===== src/rtl/stage_event_gen_pkg.sv =====
// Shared definitions for the stage-change request producer.
package stage_event_gen_pkg;

  // Stage codes understood by the stage controller
  localparam logic [3:0] STAGE_FIRST    = 4'h0;
  localparam logic [3:0] CAVE_STAGE     = 4'hb;
  localparam logic [3:0] STAGE_GAMEOVER = 4'hf;

  // Latched request kind
  typedef enum logic [2:0] {
    ReqNone,
    ReqNext,
    ReqBack,
    ReqCave,
    ReqOver
  } req_code_e;

  // Request producer FSM
  typedef enum logic [2:0] {
    StIdle,
    StReq,
    StWaitAck,
    StCooldown,
    StDead
  } state_e;

  // One bit per request line; at most one set at a time
  typedef struct packed {
    logic nextstage;
    logic backstage;
    logic cave;
    logic gameover;
  } req_pulse_t;

  // Map a request code onto its single output line
  function automatic req_pulse_t req_decode(input req_code_e code);
    req_pulse_t p;
    p = '0;
    case (code)
      ReqNext: p.nextstage = 1'b1;
      ReqBack: p.backstage = 1'b1;
      ReqCave: p.cave      = 1'b1;
      ReqOver: p.gameover  = 1'b1;
      default: p = '0;
    endcase
    return p;
  endfunction

endpackage


===== src/rtl/stage_evt_cooldown.sv =====
// Frame-tick down-counter: load a count, decrement once per tick, flag the tick
// that consumes the last count. Usable for any per-frame rate limiting.
module stage_evt_cooldown #(
  parameter int unsigned Width = 8
) (
  input  logic             clk,
  input  logic             rst,
  input  logic             load,
  input  logic [Width-1:0] load_val,
  input  logic             tick,
  output logic             done
);

  logic [Width-1:0] cnt_q, cnt_d;

  // Load wins over tick; the counter parks at zero
  always_comb begin
    cnt_d = cnt_q;
    if (load) begin
      cnt_d = load_val;
    end else if (tick && (cnt_q != '0)) begin
      cnt_d = cnt_q - Width'(1);
    end
  end

  // The tick that takes the count from one to zero ends the period
  assign done = tick && !load && (cnt_q == Width'(1));

  // Count register
  always_ff @(posedge clk or negedge rst) begin
    if (!rst) begin
      cnt_q <= '0;
    end else begin
      cnt_q <= cnt_d;
    end
  end

endmodule


===== src/rtl/stage_event_gen.sv =====
// Stage-change request producer. Samples position / HP / cave door once per
// frame, issues one registered request pulse, waits for the stage controller
// to change its stage value, then holds off for a number of frames.
// Optional vertical edge detection is enabled by defining STAGE_EVT_VERT_EN.
module stage_event_gen #(
  parameter int unsigned SCREEN_W        = 640,
  parameter int unsigned EDGE_MARGIN     = 4,
  parameter logic [3:0]  LAST_STAGE      = 4'ha,
  parameter logic [3:0]  CAVE_STAGE      = stage_event_gen_pkg::CAVE_STAGE,
  parameter int unsigned COOLDOWN_FRAMES = 8,
  parameter int unsigned ACK_TIMEOUT     = 64
`ifdef STAGE_EVT_VERT_EN
  ,
  parameter int unsigned SCREEN_H        = 480
`endif
) (
  input  logic       clk,
  input  logic       rst,
  input  logic       frame_tick,
  input  logic [9:0] player_x,
`ifdef STAGE_EVT_VERT_EN
  input  logic [9:0] player_y,
`endif
  input  logic [7:0] player_hp,
  input  logic       cave_hit,
  input  logic [3:0] stage,
  output logic       nextstage,
  output logic       backstage,
  output logic       cave,
  output logic       gameover,
  output logic       busy,
  output logic       ack_err
);

  import stage_event_gen_pkg::*;

  localparam logic [9:0] RightEdge = 10'(SCREEN_W - EDGE_MARGIN);
  localparam logic [9:0] LeftEdge  = 10'(EDGE_MARGIN);
`ifdef STAGE_EVT_VERT_EN
  localparam logic [9:0] BottomEdge = 10'(SCREEN_H - EDGE_MARGIN);
`endif
  localparam logic [9:0] AckLast   = 10'(ACK_TIMEOUT - 1);
  localparam logic [7:0] CdFrames  = 8'(COOLDOWN_FRAMES);

  state_e     state_q, state_d;
  req_code_e  code_q, code_d;
  req_code_e  cand;
  logic [3:0] stage_q, stage_d;
  logic [9:0] ack_cnt_q, ack_cnt_d;
  logic       ack_err_q, ack_err_d;
  req_pulse_t pulse_q, pulse_d;
  logic       at_right, at_left;
  logic       cd_load, cd_tick, cd_done;

  // Pick the highest-priority request the current inputs qualify for
  always_comb begin
    at_right = (player_x >= RightEdge);
    at_left  = (player_x < LeftEdge);
`ifdef STAGE_EVT_VERT_EN
    at_right = at_right | (player_y >= BottomEdge);
    at_left  = at_left | (player_y < LeftEdge);
`endif
    cand = ReqNone;
    if (player_hp == 8'd0) begin
      cand = ReqOver;
    end else if (cave_hit && (stage != CAVE_STAGE)) begin
      cand = ReqCave;
    end else if (at_right && (stage < LAST_STAGE)) begin
      cand = ReqNext;
    end else if (at_left && (stage != STAGE_FIRST)) begin
      cand = ReqBack;
    end
  end

  // Next-state, request latch and acknowledge tracking
  always_comb begin
    state_d   = state_q;
    code_d    = code_q;
    stage_d   = stage_q;
    ack_cnt_d = ack_cnt_q;
    ack_err_d = ack_err_q;
    pulse_d   = '0;
    cd_load   = 1'b0;
    unique case (state_q)
      StIdle: begin
        if (frame_tick && (cand != ReqNone)) begin
          code_d  = cand;
          stage_d = stage;
          state_d = StReq;
        end
      end
      StReq: begin
        pulse_d   = req_decode(code_q);
        ack_cnt_d = '0;
        state_d   = StWaitAck;
      end
      StWaitAck: begin
        // An acknowledge in the final counted cycle still beats the timeout
        if (stage != stage_q) begin
          cd_load = 1'b1;
          state_d = (code_q == ReqOver) ? StDead : StCooldown;
        end else if (ack_cnt_q == AckLast) begin
          ack_err_d = 1'b1;
          cd_load   = 1'b1;
          state_d   = (code_q == ReqOver) ? StDead : StCooldown;
        end else begin
          ack_cnt_d = ack_cnt_q + 10'd1;
        end
      end
      StCooldown: begin
        if (cd_done) begin
          state_d = StIdle;
        end
      end
      StDead: begin
        state_d = StDead;
      end
      default: begin
        state_d = StIdle;
      end
    endcase
  end

  // Only ticks seen while already cooling down count; the acknowledge cycle's tick does not
  assign cd_tick = frame_tick && (state_q == StCooldown);

  stage_evt_cooldown #(
    .Width (8)
  ) u_cooldown (
    .clk      (clk),
    .rst      (rst),
    .load     (cd_load),
    .load_val (CdFrames),
    .tick     (cd_tick),
    .done     (cd_done)
  );

  // State, latched request and registered outputs
  always_ff @(posedge clk or negedge rst) begin
    if (!rst) begin
      state_q   <= StIdle;
      code_q    <= ReqNone;
      stage_q   <= '0;
      ack_cnt_q <= '0;
      ack_err_q <= 1'b0;
      pulse_q   <= '0;
    end else begin
      state_q   <= state_d;
      code_q    <= code_d;
      stage_q   <= stage_d;
      ack_cnt_q <= ack_cnt_d;
      ack_err_q <= ack_err_d;
      pulse_q   <= pulse_d;
    end
  end

  assign nextstage = pulse_q.nextstage;
  assign backstage = pulse_q.backstage;
  assign cave      = pulse_q.cave;
  assign gameover  = pulse_q.gameover;
  assign busy      = (state_q != StIdle);
  assign ack_err   = ack_err_q;

endmodule


===== config.mk =====
export PLATFORM = sky130hd
export DESIGN_NAME = stage_event_gen
export DESIGN_NICKNAME = d
export VERILOG_FILES = /design/src/rtl/stage_event_gen_pkg.sv /design/src/rtl/stage_evt_cooldown.sv /design/src/rtl/stage_event_gen.sv
export SDC_FILE = /design/constraint.sdc
export NUM_CORES = 1
export LEC_CHECK = 0
export BUFFER_PORTS_ARGS = -buffer_cell sky130_fd_sc_hd__buf_2
export CAP_MARGIN = 15
export CORE_UTILIZATION = 40
export CTS_CLUSTER_SIZE = 30
export DETAILED_ROUTE_END_ITERATION = 6
export GPL_TIMING_DRIVEN = 0
export PLACE_DENSITY = 0.56
export SETUP_SLACK_MARGIN = 0.4
export SYNTH_ARGS = -nofsm -noshare
export SYNTH_HDL_FRONTEND = slang
export SYNTH_HIERARCHICAL = 1
export SYNTH_SLANG_ARGS = --single-unit

===== constraint.sdc =====
create_clock -name clk -period 4.3 [get_ports clk]
set_input_delay 0.86 -clock clk [delete_from_list [all_inputs] [get_ports clk]]
set_output_delay 0.86 -clock clk [all_outputs]
set_load 0.02 [all_outputs]

---- Word level (Yosys, flattened, before mapping) ----
Index checks and enable logic that the tools add are counted.
word-level totals
  output and inout port bits .............. 6
  logic and storage cells ................. 77
  flip-flop bits (word level) ............. 33
operators by class
  eq/ne operators ......................... 17
  reduce and logical (&&, ||, !) cells .... 21
  bitwise operators ....................... 1
  multiplexer cells ....................... 23
  add/subtract/negate cells ............... 2
  $lt $le $gt $ge ......................... 3
operators with widths
  cell                     count
  $mux W10                 2
  $pmux W10 S2             1
  $mux W3                  6
  $mux W8                  2
  $pmux W3 S5              1
  $eq A3 B2 Y1 const B     4
  $add A10 B1 Y10 const B  1
  $eq A10 B6 Y1 const B    1
  $ge A10 B10 Y1 const B   1
  $lt A10 B3 Y1 const B    1
  $reduce_and A3 Y1        3
  $eq A8 B1 Y1 const B     1
  $logic_and A1 B1 Y1      8
  $logic_not A8 Y1         1
  $ne A2 B2 Y1 const B     4
  $reduce_bool A8 Y1       1
  $sub A8 B1 Y8 const B    1
  $mux W1                  7
  $eq A3 B1 Y1 const B     2
  $eq A3 B3 Y1 const B     2
  $mux W2                  3
  $reduce_bool A3 Y1       2
  $lt A4 B4 Y1 const B     1
  $mux W4                  1
  other kinds (9)          10

---- Longest topological paths before layout ----
  depth after elaboration ................. 10
  depth in mapped cells ................... 12

---- Hierarchy ----
Netlist, hierarchy kept.
modules (own cells, without submodules)
  module              seq. area each (um^2)  cells each  area an instance (um^2)  times used
  stage_event_gen     625.6                  171         1534.0                   1
  stage_evt_cooldown  200.2                  70          636.9                    1

---- Worst setup path after synthesis ----
No wires, ideal clock.
  path type ............................... input to register
  start point ............................. input port stage[0]
  end point ............................... register state_q[0]
  path slack .............................. 1.293 ns
  arrival ................................. 2.913 ns
  library setup time ...................... 0.094 ns
  stages on the path ...................... 11
  cells stage by stage .................... xor2_1 -> nor4_4 -> buf_2 -> a21boi_0 -> clkbuf_1 -> inv_1 -> and4_1 -> nand2b_1 -> a21oi_1 -> o31ai_1 -> a211oi_1
between the ends
  elaborated cells on any way between the ends .. 24
  those cells by class .................... order compare (1); eq/ne (5); mux (8); reduce/logical (10)
RTL lines
  item                              RTL line                  source
  start: declaration                stage_event_gen.sv:26     input logic [3:0] stage,
  $ne A4 B4 Y1                      stage_event_gen.sv:99     if (stage != stage_q) begin
  $mux W1                           stage_event_gen.sv:99
  $mux W1                           stage_event_gen.sv:84     unique case (state_q)
  via cd_load                       stage_event_gen.sv:53     logic cd_load, cd_tick, cd_done;
  $logic_not A1 Y1                  stage_evt_cooldown.sv:27  assign done = tick && !load && (cnt_q == Width'(1));
  $logic_and A1 B1 Y1 (2 in a row)  stage_evt_cooldown.sv:27
  via cd_done                       stage_event_gen.sv:53
  $ne A2 B2 Y1 (no line)            --
  $reduce_and A3 Y1 (no line)       --
  end signal: assignment            stage_event_gen.sv:141    state_q <= StIdle;
  end signal: assignment            stage_event_gen.sv:148    state_q <= state_d;
  end: declaration                  stage_event_gen.sv:45     state_e state_q, state_d;
The timed path passes the listed nets, and every way through them passes these cells.
A chain may end at the register's enable or synchronous reset.

---- Worst setup path in the final report ----
  start point ............................. register state_q[1]
  end point ............................... register state_q[0]
between the ends
  cells in the longest elaborated chain, start to end .. 7
  elaborated cells on any way between the ends .. 15
  those cells by class .................... eq/ne (7); mux (2); reduce/logical (6)
RTL lines
  item                              RTL line
  $eq A3 B2 Y1                      stage_event_gen.sv:84
  $mux W1                           stage_event_gen.sv:84
  via cd_load                       stage_event_gen.sv:53
  $logic_not A1 Y1                  stage_evt_cooldown.sv:27
  $logic_and A1 B1 Y1 (2 in a row)  stage_evt_cooldown.sv:27
  via cd_done                       stage_event_gen.sv:53
  $ne A2 B2 Y1 (no line)            --
  $reduce_and A3 Y1 (no line)       --
The timed path passes the listed nets, and every way through them passes these cells.

==> flow_metrics.tcl <==
set metrics [dict create \
    run_status "completed" \
    drt-total-wl_um 5154 \
    syn_area_per_cell_um2 9.008 \
    vias_per_cell 5.593 \
    swShare_pct 34.00 \
    leakagePower_uw 0.001103 \
    pwr-share-clk_pct 29.8 \
    yosysTopAreaCellShare_pct 38.04 \
    worst_slack_ns 1.034 \
    post-route-drc-count 0 \
    synthesis.area_um2 2171 \
    dp_hpwl_um 3667 \
    wl_per_cell_um 14.56 \
    area_delta_synth_final_pct 17.98 \
    rr_startpoint "state_q[1]" \
    maxCapViolCount 0 \
    pwr-share-seq_pct 42.8 \
    hold_depth 1 \
    fp.dieH_um 75.67 \
    powerDensity_nw_per_um2 460.1 \
    synth_top_area_cell "dfrtp_1" \
    fin_crit_sh_pct 75.96 \
    highest_layer "met4" \
    path_clk_slew_ns 0.07 \
    end_kind "flop" \
    fin_crit_ns 3.266 \
    clock_latency_ns 0.28 \
    worstSetupPathType "reg2reg" \
    fin_skew_ns 0.002443 \
    start_kind "flop" \
    clock_sinks 33 \
    drt_iter0_markers 102 \
    ios 32 \
    rsz0062_at_grt "false" \
    r2r_cells 12 \
    numCtsBuffers 5 \
    worstPathArrival_ns 3.46 \
    firstDrtPassIters 4 \
    pre_cts_slack_ns 0.5357 \
    met2_length_um 2363 \
    cts_buffer_depth 2 \
    power_uw 1179 \
    ir_drop_mv 0.1694 \
    wl_met3_um 215 \
    finalSetupViolCount 0 \
    grtUsageTotal_pct 20.21 \
    postCtsHoldBufs 0 \
    drive_gt1_share_pct 19.37 \
    synth_seq_cells 33 \
    routabilityCongestion 0.8093 \
    finalSetupTns_ns 0 \
    p_int_uw 777.8 \
    grt_pass1_wl_um 8666 \
    grt_max_degree 34 \
    power_switching_uw 400.7 \
    h-tree-depth 2 \
    reg2reg_to "state_q[0]" \
    num_antenna_cells 0 \
    slew_violations 0 \
    max_slew_margin_pct 48.88 \
    worstPathRequired_ns 4.50 \
    hold_violations 0 \
    yosysWarnings 6 \
    die_width_um 75.67 \
    grt_pass1_vias 1774 \
    reg2reg_slack_ns 1.03 \
    dieArea_um2 5726 \
    ant_nets 0 \
    fill_cells 490 \
    max_freq_mhz 306.2 \
    core_um2 5172 \
    hp-start "ack_err" \
    num_vias 1980 \
    rows 26 \
    gr-total-overflow 0 \
    synth.distinct_cells 60 \
    ys_async_sr_fraction_pct 100.0 \
    syn-instance-count 241 \
    critPathMaxFanout 10 \
    start_util_pct 41.97 \
    hold_path_end "ack_err" \
    ys_seq_area_share_pct 38.04 \
    synth_area_leaders "dfrtp_1 38%, nand2_1 4.8%, a31oi_1 2.6%, nor2_1 2.4%, o211ai_1 2.4%" \
    tightest_slew_ns 0.7668 \
    antenna_found_initial 0 \
    synth_ff_type "dfrtp_1" \
    whs_ns 0.4859 \
    wl_met1_um 2521 \
    pwr-share-comb_pct 27.3 \
    synth-edff-count 0 \
    tritoncts "done" \
    final_nets 313 \
    root_buffer "clkbuf_8" \
    hp-class "reg2reg" \
    portBuffers 29 \
]
[cell type report]
class	instances	area (um2)	area share [%]
sequential	33	825.8	32.24
multi-input combinational	194	1285	50.17
timing repair buffer	29	145.1	5.667
tap	70	87.58	3.420
clock buffer	5	68.82	2.687
clock inverter	3	65.06	2.540
inverter	10	37.54	1.466
buffer	10	46.29	1.808
[synthesized netlist by cell type (all sizes together) (2+ instances only)]
cell type  number
a211o           3
a211oi          2
a21boi          5
a21o            2
a21oi           2
a31o            3
a31oi           9
a41o            3
and2            6
and3            6
and4            3
buf             4
clkbuf          6
conb            2
dfrtp          33
ha              4
inv            10
mux2i           3
nand2          28
nand2b          3
nand3           9
nand4           5
nand4b          2
nor2           14
nor2b           6
nor3            7
nor3b           4
nor4            7
o2111ai         5
o211ai          7
o21ai           8
o31ai           2
or3b            3
or4             3
xor2            4
[critical path: stages, from the launching register on]
cell and delay [ns]:
dfrtp_1 0.48, nor2b_1 0.23, nor2b_1 0.15, clkbuf_1 0.31, buf_2 0.30, a21boi_1 0.44, clkbuf_2 0.32, inv_1 0.16
and4_1 0.20, nand2b_1 0.14, a21oi_1 0.14, o31ai_1 0.09, a211oi_1 0.21
[cells by family (layout without fill, tap and decap cells)]
logic type      Yosys count  count (layout)  share of synthesized area (%)
simple gates            112             112                          29.97
compound gates           63              63                          22.54
flops                    33              33                          38.04
buf+inv                  20              57                          3.804
fa+ha+maj                 4               4                          2.306
xor+xnor                  4               4                          1.614
mux                       3               3                          1.383
other cells               2               8                         0.3460
[routing by layer]
layer / vias to the layer above / GRT usage [%]
li1: 993 / -
met1: 920 / 28.10
met2: 61 / 31.45
met3: 6 / 4.365
met4: 0 / 6.379
met5: - / 0
[what timing repair did]
item | in CTS | in global routing
resized for setup | 0 | 3
setup endpoints to repair | 0 | 1
buffers inserted | 0 | 0
[how the worst max path moves through the flow]
stage	from	to	slack, ns	cells after the start
6_report	state_q[1]	state_q[0]	1.03	12
5_1_grt	state_q[1]	state_q[0]	0.59	12
4_1_cts	state_q[1]	state_q[0]	0.66	12
3_5_place_dp	stage[0]	state_q[0]	0.54	12
3_3_place_gp	stage[0]	state_q[0]	0.54	12
2_1_floorplan	stage[0]	state_q[0]	1.29	11
[flip-flops by register name (all words and copies together), names as in the netlist]
signal / count
code_q: 3
state_q: 3
gameover: 1
cave: 1
stage_q: 4
backstage: 1
u_cooldown/cnt_q: 8
nextstage: 1
ack_cnt_q: 10
ack_err: 1
[cell usage in the layout, fill, tap and decap left out, types with 4 or more instances in the layout]
| cell | n |
|---|---|
| dfrtp_1 | 33 |
| buf_2 | 32 |
| nand2_1 | 28 |
| nor2_1 | 14 |
| inv_1 | 10 |
| nand3_1 | 9 |
| a31oi_1 | 9 |
| o21ai_0 | 8 |
| conb_1 | 8 |
| nor3_1 | 7 |
| o211ai_1 | 7 |
| nor2b_1 | 6 |
| clkbuf_1 | 5 |
| nor4_1 | 5 |
| and3_1 | 5 |
| and2_1 | 5 |
| nand4_1 | 5 |
| o2111ai_1 | 5 |
| clkbuf_8 | 5 |
| nor3b_1 | 4 |
| xor2_1 | 4 |
| a21boi_0 | 4 |
| ha_1 | 4 |
[metrics by stage]
| step | instances | instance area (um2) | util, % |
|---|---|---|---|
| 2_1_floorplan | 247 | 2193 | - |
| 3_3_place_gp | 346 | 2426 | 46.90 |
| 3_5_place_dp | 346 | 2426 | 46.90 |
| 4_1_cts | 354 | 2560 | 49.49 |
| 5_1_grt | 354 | 2561 | 49.52 |
| 6_report | 354 | 2561 | 49.52 |
[power by group through the flow]
stage	clock (uW)	sequential [uW]	combinational, uW
after floorplan	0	479	251
after global placement	0	506	315
after detailed placement	0	508	320
after CTS	359	502	323
after global routing	377	519	365
final	351	505	322
No activity file was read; power rests on OpenSTA's default activity.
